<file path="src/rtl/imem_loader_pkg.sv">
// imem_loader_pkg
//   Shared types and constants for the instruction-memory program loader.
//   - loader_state_t : loader FSM state encoding
//   - HDR_W          : width of the word-count header (two bytes)
//   - BYTES_PER_WORD : host bytes packed into one instruction word
//   - WORD_W         : instruction word width
//   - is_ready_state : states in which the loader accepts host bytes
package imem_loader_pkg;

  localparam int HDR_W          = 16;
  localparam int BYTES_PER_WORD = 4;
  localparam int WORD_W         = 32;

  typedef enum logic [2:0] {
    IDLE   = 3'd0,
    HDR_HI = 3'd1,
    HDR_LO = 3'd2,
    DATA   = 3'd3,
    CSUM   = 3'd4,
    DONE   = 3'd5,
    ERR    = 3'd6
  } loader_state_t;

  function automatic logic is_ready_state(input loader_state_t s);
    return (s == HDR_HI) || (s == HDR_LO) || (s == DATA) || (s == CSUM);
  endfunction

endpackage

</file>
<file path="src/rtl/imem_word_packer.sv">
// imem_word_packer
//   Packs a big-endian byte stream into 32-bit instruction words. The first
//   byte of each word lands in word_data[31:24], the fourth in [7:0].
// Ports
//   clk, reset  : clock, asynchronous active-low reset
//   clear       : restart packing at byte 0 (new image)
//   byte_en     : byte_in is consumed this cycle
//   byte_in     : host byte
//   word_done   : combinational, the byte consumed this cycle completes a word
//   word_valid  : one-cycle strobe, word_data holds a complete word
//   word_data   : last completed word (held between strobes)
module imem_word_packer
  import imem_loader_pkg::*;
(
  input  logic              clk,
  input  logic              reset,
  input  logic              clear,
  input  logic              byte_en,
  input  logic [7:0]        byte_in,
  output logic              word_done,
  output logic              word_valid,
  output logic [WORD_W-1:0] word_data
);

  localparam int                IDX_W    = $clog2(BYTES_PER_WORD);
  localparam logic [IDX_W-1:0] IDX_LAST = IDX_W'(BYTES_PER_WORD - 1);
  localparam logic [IDX_W-1:0] IDX_ONE  = IDX_W'(1);

  logic [IDX_W-1:0]    idx_q;
  logic [WORD_W-9:0]   partial_q;

  assign word_done = byte_en && (idx_q == IDX_LAST);

  always_ff @(posedge clk or negedge reset) begin
    if (!reset) begin
      idx_q      <= '0;
      partial_q  <= '0;
      word_valid <= 1'b0;
      word_data  <= '0;
    end else begin
      word_valid <= word_done;
      if (clear) begin
        idx_q     <= '0;
        partial_q <= '0;
      end else if (byte_en) begin
        if (word_done) begin
          word_data <= {partial_q, byte_in};
          idx_q     <= '0;
        end else begin
          partial_q <= {partial_q[WORD_W-17:0], byte_in};
          idx_q     <= idx_q + IDX_ONE;
        end
      end
    end
  end

endmodule

</file>
<file path="src/rtl/imem_loader.sv">
// imem_loader
//   Writer side of the instruction memory. Receives a host byte stream framed
//   as a 16-bit big-endian word count N followed by N big-endian 32-bit words,
//   writes them to consecutive word addresses from 0, and holds the CPU in
//   reset until a complete image is present.
//   Optional feature macro: IMEM_LOADER_CSUM_EN -- a trailing byte equal to
//   the XOR of all header and payload bytes is required before DONE.
// Ports
//   clk, reset  : clock, asynchronous active-low reset
//   start       : one-cycle pulse, begins a load from IDLE, DONE or ERR
//   rx_valid    : host byte valid
//   rx_data     : host byte
//   rx_ready    : loader accepts a byte (transfer on rx_valid & rx_ready)
//   mem_we      : instruction memory write strobe, one cycle per word
//   mem_waddr   : word address of the write
//   mem_wdata   : instruction word
//   cpu_hold    : CPU reset request, low only while a valid image is present
//   done        : image fully written
//   error       : load aborted (oversize header or checksum mismatch)
//
// state  | meaning
// -------+---------------------------------------------------------------
// IDLE   | after reset, waiting for start
// HDR_HI | waiting for word-count high byte
// HDR_LO | waiting for word-count low byte, size check on transfer
// DATA   | receiving payload bytes, one memory write per four bytes
// CSUM   | waiting for the checksum byte (checksum build only)
// DONE   | image complete, CPU released
// ERR    | load aborted, CPU held
module imem_loader
  import imem_loader_pkg::*;
#(
  parameter int DEPTH  = 256,
  parameter int ADDR_W = $clog2(DEPTH)
) (
  input  logic              clk,
  input  logic              reset,
  input  logic              start,
  input  logic              rx_valid,
  input  logic [7:0]        rx_data,
  output logic              rx_ready,
  output logic              mem_we,
  output logic [ADDR_W-1:0] mem_waddr,
  output logic [WORD_W-1:0] mem_wdata,
  output logic              cpu_hold,
  output logic              done,
  output logic              error
);

  localparam logic [HDR_W-1:0] DEPTH_N = HDR_W'(DEPTH);
  localparam logic [ADDR_W:0]  CNT_ONE = (ADDR_W + 1)'(1);

`ifdef IMEM_LOADER_CSUM_EN
  localparam loader_state_t POST_DATA = CSUM;
`else
  localparam loader_state_t POST_DATA = DONE;
`endif

  loader_state_t state_q, state_d;

  logic [7:0]       n_hi_q;
  logic [HDR_W-1:0] n_q;
  logic [ADDR_W:0]  word_cnt_q;

  logic             xfer;
  logic             load_start;
  logic             byte_en;
  logic             word_done;
  logic             last_word;
  logic [HDR_W-1:0] n_rx;
  logic [HDR_W-1:0] cnt_next_ext;

  assign xfer       = rx_valid && rx_ready;
  assign load_start = start && ((state_q == IDLE) || (state_q == DONE) || (state_q == ERR));
  assign byte_en    = xfer && (state_q == DATA);

  // Full word count as it stands once the low header byte arrives.
  assign n_rx = {n_hi_q, rx_data};

  // The word being completed is the last one when (words so far + 1) == N.
  assign cnt_next_ext = HDR_W'(word_cnt_q) + HDR_W'(1);
  assign last_word    = (cnt_next_ext == n_q);

`ifdef IMEM_LOADER_CSUM_EN
  logic [7:0] csum_q;

  always_ff @(posedge clk or negedge reset) begin
    if (!reset) begin
      csum_q <= '0;
    end else if (load_start) begin
      csum_q <= '0;
    end else if (xfer && (state_q != CSUM)) begin
      csum_q <= csum_q ^ rx_data;
    end
  end
`endif

  always_comb begin
    state_d = state_q;
    unique case (state_q)
      IDLE: begin
        if (start) state_d = HDR_HI;
      end
      HDR_HI: begin
        if (xfer) state_d = HDR_LO;
      end
      HDR_LO: begin
        if (xfer) begin
          if (n_rx > DEPTH_N) begin
            state_d = ERR;
          end else if (n_rx == '0) begin
            state_d = POST_DATA;
          end else begin
            state_d = DATA;
          end
        end
      end
      DATA: begin
        if (word_done && last_word) state_d = POST_DATA;
      end
`ifdef IMEM_LOADER_CSUM_EN
      CSUM: begin
        if (xfer) state_d = (rx_data == csum_q) ? DONE : ERR;
      end
`endif
      DONE, ERR: begin
        if (start) state_d = HDR_HI;
      end
      default: state_d = IDLE;
    endcase
  end

  // rx_ready is registered alongside the state so it never depends on rx_valid.
  always_ff @(posedge clk or negedge reset) begin
    if (!reset) begin
      state_q  <= IDLE;
      rx_ready <= 1'b0;
    end else begin
      state_q  <= state_d;
      rx_ready <= is_ready_state(state_d);
    end
  end

  // The write address is captured with the word so that it is valid in the
  // same cycle as the mem_we strobe; the counter itself has already moved on.
  always_ff @(posedge clk or negedge reset) begin
    if (!reset) begin
      n_hi_q     <= '0;
      n_q        <= '0;
      word_cnt_q <= '0;
      mem_waddr  <= '0;
    end else begin
      if (load_start) begin
        word_cnt_q <= '0;
      end
      if (xfer && (state_q == HDR_HI)) begin
        n_hi_q <= rx_data;
      end
      if (xfer && (state_q == HDR_LO)) begin
        n_q <= n_rx;
      end
      if (word_done) begin
        mem_waddr  <= word_cnt_q[ADDR_W-1:0];
        word_cnt_q <= word_cnt_q + CNT_ONE;
      end
    end
  end

  imem_word_packer u_packer (
    .clk        (clk),
    .reset      (reset),
    .clear      (load_start),
    .byte_en    (byte_en),
    .byte_in    (rx_data),
    .word_done  (word_done),
    .word_valid (mem_we),
    .word_data  (mem_wdata)
  );

  assign cpu_hold = (state_q != DONE);
  assign done     = (state_q == DONE);
  assign error    = (state_q == ERR);

endmodule

</file>
<file path="config.mk">
export PLATFORM = sky130hd
export DESIGN_NAME = imem_loader
export DESIGN_NICKNAME = d
export VERILOG_FILES = /design/src/rtl/imem_loader_pkg.sv /design/src/rtl/imem_word_packer.sv /design/src/rtl/imem_loader.sv
export SDC_FILE = /design/constraint.sdc
export NUM_CORES = 1
export LEC_CHECK = 0
export CORE_ASPECT_RATIO = 1.75
export CORE_UTILIZATION = 50
export DETAILED_ROUTE_END_ITERATION = 8
export GPL_TIMING_DRIVEN = 0
export PLACE_DENSITY = 0.75
export SYNTH_ARGS = -nofsm -noshare
export SYNTH_HDL_FRONTEND = slang
export SYNTH_SLANG_ARGS = --single-unit
</file>
<file path="constraint.sdc">
create_clock -name clk -period 2.1 [get_ports clk]
set_input_delay 0.21 -clock clk [delete_from_list [all_inputs] [get_ports clk]]
set_output_delay 0.21 -clock clk [all_outputs]
set_load 0.05 [all_outputs]
</file>
==> results of run 1 <==
==> stage by stage <==
step	cell area, µm²	hold WS [ps]	utilization (%)
finish	5655	472.3	62.99
CTS	5648	473.6	62.90
floorplan	4599	-85.59	-
detailed placement	5328	348.0	59.34
global placement	5310	454.2	59.14
global route	5655	500.3	62.99
==> power by group through the flow <==
| stage | logic (µW) | clock network [µW] | registers (µW) |
|---|---|---|---|
| 4_1_cts | 2630 | 1780 | 3140 |
| 6_report | 2620 | 1750 | 3140 |
| 3_3_place_gp | 2550 | 0 | 3140 |
| 5_1_grt | 2840 | 1880 | 3220 |
| 3_5_place_dp | 2620 | 0 | 3170 |
| 2_1_floorplan | 1250 | 0 | 3690 |
==> flip-flops by register name, indices dropped and copies added, names as in the netlist <==
name and flops:
u_packer.idx_q 2, u_packer.word_data 32, mem_waddr 8, u_packer.word_valid 1, n_hi_q 8, u_packer.partial_q 24, state_q 3, n_q 16
word_cnt_q 9, rx_ready 1
==> worst max path at each step <==
| stage | depth (start not counted) | from | end |
|---|---|---|---|
| after global placement | 1 | reset | mem_waddr[1]$_DFFE_PN0P_ |
| after global routing | 6 | word_cnt_q[1]$_DFFE_PN0P_ | rx_ready$_DFF_PN0_ |
| after CTS | 6 | word_cnt_q[0]$_DFFE_PN0P_ | rx_ready$_DFF_PN0_ |
| after floorplan | 7 | state_q[1]$_DFF_PN0_ | word_cnt_q[3]$_DFFE_PN0P_ |
| after detailed placement | 6 | rx_data[7] | rx_ready$_DFF_PN0_ |
| final | 6 | word_cnt_q[1]$_DFFE_PN0P_ | rx_ready$_DFF_PN0_ |
==> cell usage in the layout (no fill, tap or decap), drive strengths merged, types with 3 or more instances in the layout <==
| cell | count |
|---|---|
| nand2 | 186 |
| dfrtp | 104 |
| clkdlybuf4s50 | 52 |
| o21ai | 37 |
| mux2 | 24 |
| buf | 23 |
| clkbuf | 16 |
| nor2 | 10 |
| xnor2 | 9 |
| a21oi | 7 |
| nand3 | 6 |
| nor4 | 6 |
| xor2 | 5 |
| nand4 | 3 |
| nor3 | 3 |
| nand2b | 3 |
| o31ai | 3 |
| dlygate4sd2 | 3 |
| and2 | 3 |
| and3 | 3 |
==> cell families (layout without fill, tap and decap cells) <==
family / Yosys count / after routing / share of synthesized area, %
buffers and inverters: 28 / 102 / 3.509
adders and majority gates: 2 / 2 / 0.5440
AOI/OAI and AO/OA: 59 / 59 / 7.481
and+or+nand+nor: 235 / 235 / 22.91
DFF: 104 / 104 / 56.58
muxes: 26 / 26 / 6.311
xor gates and xnor gates: 14 / 14 / 2.666
==> metal layers <==
metal | wire length, µm | GRT usage (%)
met1 | 4045 | 29.27
met2 | 5373 | 40.12
met3 | 293 | 2.506
met4 | 272 | 13.10
met5 | 0 | 0
==> worst max-delay path: stages, from the launching register on <==
cell and delay, ps:
dfrtp_1 440, ha_2 280, nand3_4 130, a311o_1 340, and3_4 190, nor4_4 330, a211oi_1 120
==> final cells by class <==
cell class	count	share of cell area, %
multi-input cells	336	32.57
repair buffers	58	10.33
well taps	120	2.655
flip-flops and latches	104	46.04
clock buffers	11	4.115
clock inverters	5	1.438
inverters	2	0.1327
plain buffers	26	2.721
==> what timing repair did <==
| action | 4_1_cts | 5_1_grt |
|---|---|---|
| resized for setup | 3 | 4 |
| hold buffers | 1 | 0 |
| hold endpoints to repair | 62 | 0 |
| gates cloned | 0 | 0 |
| setup endpoints to repair | 3 | 24 |
| setup buffers | 0 | 0 |
==> summary.md, run 1 <==
| Metric | Value |
|---|---|
| Power per cell area | `between 1000 and 1500 mW/mm²` |
| Register area share after synthesis | `56.58%` |
| Worst path arrival time | `2160 ps` |
| Post-synth EDFFs | `0` |
| Normalized max-slew margin | `between 40% and 50%` |
| Hold Fails Final Rpt | `0` |
| CP Launch Type | `flip-flop` |
| Routed vias/inst | `~5.3` |
| Cell count after synthesis | `468` |
| Hold_sp | `mem_waddr[7]$_DFFE_PN0P_` |
| I/O Buffers | `56` |
| Hold EP | `mem_waddr[7]$_DFFE_PN0P_` |
| Asr flop ratio synth | `100.0%` |
| CTS tree | `yes` |
| Max cap viols | `0` |
| R2r setup slk | `about 150 ps` |
| Clock power frac | `around a quarter` |
| Die X | `between 70 and 80 µm` |
| Post-synthesis register bit count | `~100` |
| First-pass GRT wire length | `about 17000 µm` |
| Post-route setup TNS | `0 ps` |
| Post-placement setup slack | `-183.4 ps` |
| Die H | `between 100 and 150 µm` |
| Detailed Route WL | `roughly 10000 µm` |
| Mapped Nets | `482` |
| Core area | `0.008979 mm²` |
| Avg WL per Cell | `15.08 µm` |
| Fillcell total | `approximately 800` |
| TritonCTS Buffers | `9` |
| Cell taking the most area after synthesis | `dfrtp_1` |
| Combinational share of power | `34.9%` |
| Share of cells above drive strength 1 | `about an eighth` |
| Vias in the first global route | `approximately 3500` |
| Clk Latency, worst-skew pair | `roughly 350 ps` |
| Clock Sinks | `around 100` |
| Diode count | `0` |
| Critical Path RT | `about 2300 ps` |
| GP Congestion | `between 0.9 and 1` |
| DP Cell Count | `645` |
| Clock Skews | `between 4 and 5 ps` |
| # IOs | `57` |
| P_leak | `roughly 0.0026 µW` |
| DRC Markers | `0` |
| Syn Area/Cell | `slightly below 10 µm²` |
| Clock H-tree levels | `3` |
| CP Capture Type | `flip-flop` |
| Synth cell types | `between 50 and 60` |
| RR Endpoint | `rx_ready$_DFF_PN0_` |
| Root buf cell | `clkbuf_16` |
| Main synth FF type | `dfrtp_1` |
| Seq pwr share | `41.9%` |
| ANT nets after route | `0` |
| Setup CP Type | `reg -> reg` |
| Total die area | `0.009601 mm²` |
| Layout Cells excl Fill | `approximately 660` |
| Remaining Overflow, GRT | `0` |
| Clock Tree Buf Depth | `2` |
| R2R depth | `6` |
| Crit-path max FO | `8` |
| Reg area | `0.002604 mm²` |
| Sw power | `approximately 2800 µW` |
| Final worst-path cycle share | `~93%` |
| Net Sw Frac | `36.93%` |
| YS warnings | `0` |
| Synth Cell Area | `about 0.0046 mm²` |
| FP Rows | `46` |
| Status | `finished, final reports clean` |
| Leading post-synthesis cells by cell area | `dfrtp_1, nand2_1, o21ai_0` |
| P_int | `4733 µW` |
| Tot GR Track Use | `a little under a quarter` |
| Synth top area share | `between 50% and 60%` |
| Layout area overhead | `22.96%` |
| Worst hold stages | `2` |
| Fin nets | `~550` |
| Largest net degree at the start of global routing | `64` |
| Max Clock Freq | `approximately 0.51 GHz` |
| Synth cell count leaders | `nand2_1, dfrtp_1, o21ai_0` |
| Multi-input logic area | `around 0.0018 mm²` |
| Power Total | `approximately 7500 µW` |
| PnR worst setup slack | `approximately 150 ps` |
| Dpl hpwl | `around 7300 µm` |
| Min cycle time layout | `1948 ps` |
| Peak VDD IR | `roughly 0.91 mV` |
| Slew @ Worst Pin | `between 700 and 800 ps` |
| Final setup violating endpoints | `0` |
| DR vias | `~3500` |
| Max-slew violation count | `0` |
| Worst r2r src | `word_cnt_q[1]$_DFFE_PN0P_` |
| Initial antenna violation count | `0` |
| RSZ-0062 raised after global routing | `no` |
| Most frequent cell after synthesis | `nand2_1` |
| Initial detailed-routing violation count | `between 200 and 250` |
| Hold WC Path Type | `reg -> reg` |
| Starting Density | `51.23%` |
| 1st-pass router iterations | `4` |
| Clock-pin slew on the worst setup and hold paths | `60 ps` |
Power figures use the tool's default switching activity.
==> run 2, diff against run 1 <==
--- a/config.mk
+++ b/config.mk
@@ -12,4 +12,5 @@
 export PLACE_DENSITY = 0.75
 export SYNTH_ARGS = -nofsm -noshare
 export SYNTH_HDL_FRONTEND = slang
+export SYNTH_HIERARCHICAL = 1
 export SYNTH_SLANG_ARGS = --single-unit
==> run 2 against run 1 <==
The flow now finishes with violations (negative setup slack). Critical path depth increased by 4. Die area is 2.9% higher. Sequential share of layout area shrank 3.3 points. Largest cell class unchanged. Largest power group unchanged. Highest routed layer unchanged.
==> summary.md, run 2 <==
| Metric | Value |
|---|---|
| Diode count | `0` |
| Syn Area/Cell | `12.05 µm²` |
| Normalized max-slew margin | `between 60% and 70%` |
| P_leak | `about 0.0028 µW` |
| Max Clock Freq | `approximately 0.39 GHz` |
| Synth cell count leaders | `dfrtp_1, nand2_1, a21oi_1, mux2_2, mux2_4` |
| Status | `complete, but fails checks` |
| Clock-pin slew on the worst setup and hold paths | `about 70 ps` |
| Biggest regs | `u_packer/word_data: 32 flops, u_packer/partial_q: 24 flops, n_q: 16 flops` |
| Register area share after synthesis | `about 55%` |
| Post-placement setup slack | `-1034 ps` |
| Root buf cell | `clkbuf_16` |
| Synth Cell Area | `between 0.004 and 0.005 mm²` |
| Fillcell total | `approximately 650` |
| PnR worst setup slack | `-471.4 ps` |
| Synth cell types | `53` |
| Post-synthesis register bit count | `104` |
| Max reg flops | `32` |
| Most frequent cells in the layout | `dfrtp_1, nand2_1, clkdlybuf4s50_1, mux2_2` |
| Most common cell after layout, fill and taps aside | `dfrtp_1` |
| Synth top area share | `54.97%` |
| Crit-path max FO | `2` |
| Initial antenna violation count | `0` |
| Power per cell area | `~1200 mW/mm²` |
| Power Total | `between 7000 and 8000 µW` |
| RSZ-0062 raised after global routing | `yes` |
| Max cap viols | `0` |
| Remaining Overflow, GRT | `0` |
| Detailed Route WL | `between 10000 and 15000 µm` |
| Final worst-path cycle share | `122.4%` |
| Asr flop ratio synth | `between 90% and 100%` |
| Clk Latency, worst-skew pair | `roughly 350 ps` |
| Setup CP Type | `reg -> reg` |
| Routed vias/inst | `between 5 and 6` |
| Clock Skews | `7.108 ps` |
| Largest net degree at the start of global routing | `73` |
| Critical Path RT | `between 2000 and 2500 ps` |
| Layout area overhead | `28.81%` |
| Min cycle time layout | `2571 ps` |
| Hold Fails Final Rpt | `0` |
| R2R depth | `10` |
| Min Hold Slack | `around 340 ps` |
| Final setup violating endpoints | `3` |
| I/O Buffers | `56` |
| Mapped Nets | `~410` |
| Avg WL per Cell | `17.66 µm` |
| Clock Tree Buf Depth | `2` |
| Total die area | `between 0.009 and 0.01 mm²` |
| Post-synth EDFFs | `0` |
| YS warnings | `6` |
| Initial detailed-routing violation count | `roughly 190` |
| First-pass GRT wire length | `~17000 µm` |
| 1st-pass router iterations | `4` |
| # IOs | `57` |
| Die X | `75.56 µm` |
| Slew @ Worst Pin | `roughly 570 ps` |
| DRC Markers | `0` |
| Leading post-synthesis cells by cell area | `dfrtp_1, mux2_4, mux2_2` |
| Fin nets | `a little under 500` |
| Cell count after synthesis | `about 390` |
| CP Launch Type | `flip-flop` |
| Post-route setup TNS | `-989.8 ps` |
| Worst path arrival time | `approximately 2800 ps` |
| Core area | `0.009151 mm²` |
| Clock H-tree levels | `3` |
| DR vias | `roughly 3300` |
| Cell taking the most area after synthesis | `dfrtp_1` |
| Share of cells above drive strength 1 | `between 20 and 30%` |
| Main synth FF type | `dfrtp_1` |
| TritonCTS Buffers | `9` |
| Hold WC Path Type | `in -> async` |
| Biggest register | `u_packer/word_data` |
| Die H | `~130 µm` |
| CP Capture Type | `flip-flop` |
| Max-slew violation count | `0` |
| Peak VDD IR | `between 0.5 and 0.6 mV` |
| Most frequent cell after synthesis | `dfrtp_1` |
| ANT nets after route | `0` |
| Multi-input logic area | `approximately 0.0020 mm²` |
| CTS tree | `yes` |
| Reg area | `about 0.0026 mm²` |
| Vias in the first global route | `around 3400` |
| FP Rows | `46` |
| GP Congestion | `0.8616` |
| Clock Sinks | `~100` |
| Tot GR Track Use | `roughly 24%` |
| Failing checks | `negative setup slack` |
| Dpl hpwl | `roughly 7300 µm` |
| Starting Density | `about half` |
## run 2: cell count changes after synthesis, moves of 7 or more
| cell | change |
|---|---|
| a21oi_1 | +24 |
| mux2_1 | -7 |
| o21ai_0 | -26 |
| mux2_4 | +30 |
| nand2_1 | -125 |
| mux2_2 | +17 |
## run 2: final timing paths
kind	from	end	slack, ps
setup / recovery	state_q[2]$_DFF_PN0_	rx_ready$_DFF_PN0_	-470
hold / removal	reset	u_packer/word_data[12]$_DFFE_PN0P_	340
setup reg to reg	state_q[2]$_DFF_PN0_	rx_ready$_DFF_PN0_	-470
hold reg to reg	u_packer/word_data[28]$_DFFE_PN0P_	u_packer/word_data[28]$_DFFE_PN0P_	510
max in group asynchronous	reset	n_q[8]$_DFFE_PN0P_	1070
min in group clk	u_packer/word_data[28]$_DFFE_PN0P_	u_packer/word_data[28]$_DFFE_PN0P_	510
## run 2: metrics by stage
step | area [µm²] | instances | utilization (%)
5_1_grt | 6098 | 601 | 66.64
6_report | 6098 | 601 | 66.64
3_3_place_gp | 5480 | 569 | 59.89
2_1_floorplan | 4770 | 393 | -
4_1_cts | 6066 | 600 | 66.28
3_5_place_dp | 5505 | 570 | 60.16
## run 2: worst max-delay path, stage by stage (launching register included)
cell,delay (ps)
dfrtp_2,390
nand3b_1,230
nor2_4,150
and2_4,180
buf_8,110
inv_6,40
nor4_4,160
nand4_1,190
or4_4,450
or3_4,340
o211a_1,220
## run 2: layer usage
layer	share of wire (%)	routed length, µm	track usage [%]	up-vias
met3	3.2	335	4.525	39
met1	36	3809	24.41	1583
li1	-	-	-	1526
met4	5.3	561	14.71	0
met5	0	0	0	-
met2	56	5907	43.70	104
## run 2: cell families after synthesis
family / Yosys count / synth area share, %
buffers and inverters: 31 / 4.440
flip-flops: 104 / 54.97
XOR/XNOR: 17 / 3.145
AO/OA/AOI/OAI: 59 / 7.294
AND/OR/NAND/NOR: 114 / 11.60
multiplexers: 66 / 18.02
adder cells (fa/ha/maj): 2 / 0.5285
## run 2: repair_timing
action                     CTS  global route
pin swaps                    6             2
setup buffers               12             4
gates resized for setup     21            11
gates cloned                 2             0
hold endpoints to repair    32             0
hold buffers                 1             0
setup endpoints to repair   52            59
## run 2: report_power, final
part           internal [µW]  switching [µW]  leakage (µW)  total, µW
clock                   1060             756      0.000157       1810
sequential              2590             480       0.00138       3070
combinational           1230            1380       0.00126       2610
## run 2: final cells by class
class | instances | share of cell area [%]
repair buffers | 76 | 13.17
plain buffers | 22 | 3.324
well taps | 120 | 2.462
clock buffers | 9 | 3.693
multi-input cells | 258 | 32.54
flip-flops and latches | 104 | 42.74
clock inverters | 7 | 1.682
inverters | 5 | 0.3898
